`src/rtl/regfile_param.sv`:
```
// -----------------------------------------------------------------------------
// regfile_param
//   Parametrised integer register file for the RV32I core. Two combinational
//   read ports and one write port. It can optionally hardwire entry 0 to zero
//   and can optionally forward same-cycle write data to the read ports.
//   A sequential clear engine zeroes one entry per cycle after reset or after
//   a clear request. Writes are accepted only once every entry has been cleared.
//
// Parameters
//   DATA_W    bits per register
//   ADDR_W    address width, DEPTH = 2**ADDR_W entries
//   ZERO_REG  1: entry 0 reads as zero and ignores writes
//   BYPASS    1: a write in the current cycle is forwarded to a matching read
//
// Ports
//   clk         in   clock, all state updates on the rising edge
//   rst         in   synchronous active-high reset
//   clear_req   in   restart the clear sequence (ignored while clearing)
//   reg_write   in   write enable
//   rd          in   write address
//   write_data  in   write data
//   rs1, rs2    in   read addresses
//   read_data1  out  read port 1 data (combinational)
//   read_data2  out  read port 2 data (combinational)
//   ready       out  1 once the clear sequence has finished
//   wr_dropped  out  registered, 1 for one cycle after a write was discarded
// -----------------------------------------------------------------------------
module regfile_param #(
    parameter int DATA_W   = 32,
    parameter int ADDR_W   = 5,
    parameter bit ZERO_REG = 1'b1,
    parameter bit BYPASS   = 1'b1
) (
    input  logic              clk,
    input  logic              rst,
    input  logic              clear_req,
    input  logic              reg_write,
    input  logic [ADDR_W-1:0] rd,
    input  logic [DATA_W-1:0] write_data,
    input  logic [ADDR_W-1:0] rs1,
    input  logic [ADDR_W-1:0] rs2,
    output logic [DATA_W-1:0] read_data1,
    output logic [DATA_W-1:0] read_data2,
    output logic              ready,
    output logic              wr_dropped
);

    localparam int                DEPTH    = 2 ** ADDR_W;
    localparam logic [ADDR_W-1:0] LAST_IDX = {ADDR_W{1'b1}};
    localparam logic [ADDR_W-1:0] ZERO_IDX = {ADDR_W{1'b0}};
    localparam logic [DATA_W-1:0] ZERO_DAT = {DATA_W{1'b0}};

    typedef enum logic [0:0] {
        ST_CLEAR = 1'b0,
        ST_READY = 1'b1
    } state_t;

    state_t            state_r;
    state_t            state_nxt_s;
    logic [ADDR_W-1:0] clr_idx_r;
    logic [ADDR_W-1:0] clr_idx_nxt_s;
    logic              wr_dropped_r;

    logic [DATA_W-1:0] mem_r [DEPTH];

    logic              in_clear_s;
    logic              rd_is_zero_s;
    logic              write_ok_s;
    logic              drop_s;
    logic              mem_we_s;
    logic [ADDR_W-1:0] mem_waddr_s;
    logic [DATA_W-1:0] mem_wdata_s;
    logic [DATA_W-1:0] rdata1_s;
    logic [DATA_W-1:0] rdata2_s;

    // Write qualification: a pending clear request beats a same-cycle write.
    always_comb begin
        in_clear_s   = (state_r == ST_CLEAR);
        rd_is_zero_s = ZERO_REG && (rd == ZERO_IDX);
        write_ok_s   = !in_clear_s && reg_write && !clear_req && !rd_is_zero_s;
        // Writes to the hardwired zero entry are silently ignored, not dropped.
        drop_s       = reg_write && (in_clear_s || clear_req);
    end

    // Next-state and clear-index logic for the clear engine.
    always_comb begin
        state_nxt_s   = state_r;
        clr_idx_nxt_s = clr_idx_r;
        case (state_r)
            ST_CLEAR: begin
                // The index wraps back to zero after the last entry.
                clr_idx_nxt_s = clr_idx_r + ADDR_W'(1'b1);
                if (clr_idx_r == LAST_IDX) begin
                    state_nxt_s = ST_READY;
                end else begin
                    state_nxt_s = ST_CLEAR;
                end
            end
            ST_READY: begin
                if (clear_req) begin
                    state_nxt_s   = ST_CLEAR;
                    clr_idx_nxt_s = ZERO_IDX;
                end else begin
                    state_nxt_s   = ST_READY;
                    clr_idx_nxt_s = clr_idx_r;
                end
            end
            default: begin
                state_nxt_s   = ST_CLEAR;
                clr_idx_nxt_s = ZERO_IDX;
            end
        endcase
    end

    // Storage write-port mux: the clear engine owns the port while clearing.
    always_comb begin
        mem_we_s    = 1'b0;
        mem_waddr_s = rd;
        mem_wdata_s = write_data;
        if (in_clear_s) begin
            mem_we_s    = 1'b1;
            mem_waddr_s = clr_idx_r;
            mem_wdata_s = ZERO_DAT;
        end else if (write_ok_s) begin
            mem_we_s    = 1'b1;
            mem_waddr_s = rd;
            mem_wdata_s = write_data;
        end else begin
            mem_we_s    = 1'b0;
            mem_waddr_s = rd;
            mem_wdata_s = write_data;
        end
    end

    // Read port 1: zero while clearing, then bypass, hardwired zero, storage.
    always_comb begin
        rdata1_s = ZERO_DAT;
        if (in_clear_s) begin
            rdata1_s = ZERO_DAT;
        end else if (BYPASS && write_ok_s && (rd == rs1)) begin
            rdata1_s = write_data;
        end else if (ZERO_REG && (rs1 == ZERO_IDX)) begin
            rdata1_s = ZERO_DAT;
        end else begin
            rdata1_s = mem_r[rs1];
        end
    end

    // Read port 2: same priority as port 1, forwarded independently.
    always_comb begin
        rdata2_s = ZERO_DAT;
        if (in_clear_s) begin
            rdata2_s = ZERO_DAT;
        end else if (BYPASS && write_ok_s && (rd == rs2)) begin
            rdata2_s = write_data;
        end else if (ZERO_REG && (rs2 == ZERO_IDX)) begin
            rdata2_s = ZERO_DAT;
        end else begin
            rdata2_s = mem_r[rs2];
        end
    end

    // Control registers; reset outranks clear requests and writes.
    always_ff @(posedge clk) begin
        if (rst) begin
            state_r      <= ST_CLEAR;
            clr_idx_r    <= ZERO_IDX;
            wr_dropped_r <= 1'b0;
        end else begin
            state_r      <= state_nxt_s;
            clr_idx_r    <= clr_idx_nxt_s;
            wr_dropped_r <= drop_s;
        end
    end

    // Register storage; contents are left alone on the reset edge itself.
    always_ff @(posedge clk) begin
        if (mem_we_s && !rst) begin
            mem_r[mem_waddr_s] <= mem_wdata_s;
        end
    end

    assign read_data1 = rdata1_s;
    assign read_data2 = rdata2_s;
    assign ready      = (state_r == ST_READY);
    assign wr_dropped = wr_dropped_r;

endmodule

```
`config.mk`:
```
export PLATFORM = sky130hd
export DESIGN_NAME = regfile_param
export DESIGN_NICKNAME = d
export VERILOG_FILES = /design/src/rtl/regfile_param.sv
export SDC_FILE = /design/constraint.sdc
export NUM_CORES = 1
export LEC_CHECK = 0
export CAP_MARGIN = 20
export CORE_MARGIN = 2
export CORE_UTILIZATION = 50
export CTS_CLUSTER_SIZE = 8
export DETAILED_ROUTE_END_ITERATION = 6
export PLACE_DENSITY_LB_ADDON = 0.05
export SYNTH_ARGS = -nofsm -noshare
export SYNTH_HDL_FRONTEND = slang
export SYNTH_SLANG_ARGS = --single-unit
```
`constraint.sdc`:
```
create_clock -name clk -period 3.75 [get_ports clk]
set_clock_uncertainty 0.15 [all_clocks]
set_input_delay 0.375 -clock clk [delete_from_list [all_inputs] [get_ports clk]]
set_output_delay 0.375 -clock clk [all_outputs]
set_load 0.05 [all_outputs]
```
==> impl_metrics.py <==
metrics = {
    "power_and_ir_drop": {
        "comb_power_share_pct": 7.3,
        "sw_frac_of_total_pct": 21.8,
        "worst_ir_drop_vdd_uv": 486,
        "clkPwrFrac_pct": 44.7,
        "power.static_leakage_nw": 18.5,
        "switching_power_mw": 5.72,
        "cell_internal_pwr_mw": 20.5,
        "p_per_area_nw_per_um2": 461,
        "total_power_mw": 26.2,
        "sequentialPowerShare_pct": 48.1,
    },
    "sta": {
        "max_freq_ghz": 0.273,
        "final-setup-viol-count": 0,
        "timing.slew.headroom_pct": 20.4,
        "hold_ws_ns": 0.219,
        "layout_min_cycle_time_ns": 3.66,
        "timing.final.hold_violations": 0,
        "final_critical_path_setup_slack_ns": 0.0909,
        "tightestPinTransition_ns": 1.19,
        "timing.final.crit_share_pct": 97.6,
        "maxSlewViolCount": 0,
        "rsz0062_at_grt": "no",
    },
    "critical_path": {
        "setup.reg_to_reg.worst_slack_ns": 0.61,
        "regToRegEndpoint": "mem_r[8][10]",
        "worst-r2r-cell-count": 6,
        "critical_path.reg2reg.startpoint": "ready",
        "timing.critical_path.from_type": "primary input",
        "critPathRequiredTime_ns": 3.22,
        "worst_path_max_delay_cell": "buf_4",
        "critPathMaxStageDelay_ns": 0.56,
        "crit_family": "buffers and inverters",
        "setup.worst_path.class": "primary input to primary output",
        "critPathBufInv": 3,
        "path_cells": "clkdlybuf4s50_1 -> or4_4 -> o211a_4 -> nand3_2 -> buf_4 -> o221ai_1 -> buf_12",
        "timing.critical_path.to_type": "primary output",
        "cp_data_arrival_time_ns": 3.13,
        "worstPathMaxFanout": 32,
    },
    "yosys": {
        "post_synthesis_cell_area_um2": 48300,
        "synth-compound-area-share_pct": 4.54,
        "largest_family_of_logic_cells_by_synthesized_area": "multiplexers",
        "muxShareOfSynthArea_pct": 26.8,
        "synthesized_area_divided_by_synthesized_cell_count_um2": 19.5,
        "synthSimpleGateAreaFrac_pct": 2.18,
        "synth_xor_xnor_area_share_pct": 0.199,
        "yosysSeqAreaShare_pct": 63.9,
        "post_synth_inst_count": 2480,
        "ys_seq_elements": 1031,
        "synthDistinctLibCells": 37,
        "yosysWarnings": 0,
        "synthesis.nets": 2533,
        "synth_adder_area_share_pct": 0.0518,
    },
    "drt": {
        "avgViaCountPerCell": 7.03,
        "detail-route-antenna-nets": 0,
        "num_vias": 28200,
        "finalWirelength_um": 151000,
        "detailedRoute.firstIterationViolations": 3363,
        "drc": 0,
        "post_drt_wl_per_cell_um": 37.6,
        "detailed_router_iteration_count_before_antenna_repair": 5,
    },
    "cts": {
        "numClockSinks": 1031,
        "root_buffer": "clkbuf_16",
        "worst_skew_late_latency_ns": 0.73,
        "cts.hold.buffers_added": 0,
        "clk_pin_slew_ns": 0.05,
        "cts.path.max_buffers": 3,
        "tritoncts.num_buffers": 147,
        "tritoncts": "yes",
        "cts_setup_buffers": 0,
        "resized_cells_post_cts": 1,
        "cts.htree.levels": 4,
    },
    "die": {
        "start_util_pct": 50.2,
        "die-width_um": 315,
        "die_height_um": 315,
        "die_area_um2": 99100,
        "core_area_um2": 96300,
        "placementRows": 114,
        "top_level_ports": 117,
    },
    "global_routing": {
        "globalRouteMet2Util_pct": 49.6,
        "grt.met1_usage_pct": 43.2,
        "grt_max_degree": 64,
        "grt_util_met3_pct": 6.69,
        "initial_antenna_violation_count": 4,
        "global_route.overflow_total": 0,
        "global_route_usage_over_all_layers_pct": 31.2,
        "first_pass_grt_wire_length_um": 217000,
        "grt_busiest_layer": "met2",
        "number_of_global_route_vias_before_repair": 29700,
    },
    "final_layout": {
        "drive_gt1_share_pct": 37.6,
        "area_delta_synth_final_pct": 17.9,
        "fin_nets": 2760,
        "leading_cell_type_in_the_layout_fill_and_taps_excluded": "edfxtp_1",
        "layout.filler_cells": 6996,
        "antenna_cells": 0,
        "final_cell_mix": "edfxtp_1 (1024), mux4_2 (512), clkbuf_16 (149), a22oi_1 (128), buf_12 (119)",
        "final_area_um2": 56900,
    },
    "worst_hold_path": {
        "hold_path.startpoint": "reg_write",
        "worstHoldEndpoint": "wr_dropped",
        "whs_path_depth": 2,
        "worstHoldPathType": "primary input to register",
    },
    "place": {
        "dp_worst_setup_slack_ns": 0.00393,
        "placement.io_buffers": 116,
        "place_congestion": 0.857,
        "placement.cell_area_um2": 53000,
        "dp.final_hpwl_um": 93500,
    },
    "status": {
        "outcome": "completed",
    },
    "run": {
        "timing.max_cap.violations": 0,
    },
}
==> cell type report <==
type | instances | area (µm²) | share of cell area (%)
Clock buffer | 164 | 3780 | 6.65
Clock inverter | 14 | 146 | 0.257
Inverter | 35 | 131 | 0.231
Multi-Input combinational cell | 1208 | 16600 | 29.2
Sequential cell | 1031 | 30900 | 54.3
Tap cell | 1276 | 1600 | 2.80
Timing Repair Buffer | 284 | 3790 | 6.65
==> logic make-up (layout without fill, tap and decap cells) <==
| family | count (synthesis) | after routing |
|---|---|---|
| AO/OA/AOI/OAI | 303 | 303 |
| XOR/XNOR | 11 | 11 |
| adder cells (fa/ha/maj) | 2 | 2 |
| buffers and inverters | 241 | 497 |
| flip-flops | 1031 | 1031 |
| multiplexers | 643 | 643 |
| AND/OR/NAND/NOR | 249 | 249 |
==> per-layer routing <==
layer / share of wire, % / up-vias / routed length, µm
met4: 3.4 / 2 / 5110
met2: 48 / 1504 / 73200
li1: - / 11100 / -
met3: 9.0 / 306 / 13600
met1: 39 / 15300 / 59100
met5: 0.0053 / - / 8
==> state kept, by name, summed over array words and instances, names as in the netlist <==
name	count
clr_idx_r	5
mem_r	1024
ready	1
wr_dropped	1
==> cell usage after synthesis <==
library cell  instances  area (µm²)
nor2b_1               6        37.5
ha_1                  2        25.0
nor4_1                2        12.5
a22oi_1             128         961
nand3_2               3        30.0
edfxtp_1           1024       30700
inv_1                35         131
o211a_4               1        17.5
nor3b_1               1        7.51
or4_4                 1        11.3
a21o_1               32         240
a21oi_1              70         350
xnor2_1               3        26.3
o31ai_1               1        7.51
o21ai_0               2        10.0
nor2_1              111         417
mux2i_1              66         661
nor3_1                3        15.0
dfxtp_1               7         140
o32ai_1               1        8.76
buf_6                12         135
buf_4                13        97.6
or3_1                 2        12.5
mux4_2              512       11500
mux2_2               65         732
buf_2                66         330
clkbuf_1             86         323
xor2_1                8        70.1
nand3_1              35         175
nand2_1              81         304
a31o_2                2        17.5
nand4_2               1        12.5
o221ai_1             64         561
and2_1                2        12.5
a32o_1                2        20.0
buf_1                29         109
and3_1                1        6.26
==> per-stage QoR <==
stage	utilization, %	setup TNS, ns	std cells
finish	59.1	0	4012
global placement	55.0	-0.0346	3833
CTS	59.1	0	4011
global route	59.1	0	4012
detailed placement	55.0	0	3833
floorplan	-	0	2480
==> worst max-delay path by stage <==
stage | end | startpoint | slack (ns) | depth (start not counted)
finish | read_data1[0] | rd[0] | 0.09 | 7
global route | read_data2[13] | ready | 0.03 | 7
CTS | read_data1[0] | ready | 0.12 | 7
detailed placement | read_data1[0] | rs1[4] | 0.004 | 8
global placement | read_data1[0] | rs1[4] | -0.03 | 8
floorplan | mem_r[10][0] | ready | 0.18 | 5
==> power by group through the flow <==
| stage | clock network [mW] | registers, mW | logic, mW |
|---|---|---|---|
| after floorplan | 0 | 12.8 | 1.23 |
| after global placement | 0 | 12.8 | 1.90 |
| after detailed placement | 0 | 12.8 | 1.90 |
| after CTS | 11.9 | 12.6 | 1.90 |
| after global routing | 12.3 | 12.6 | 1.99 |
| final | 11.7 | 12.6 | 1.91 |
(Power assumes the default switching activity.)
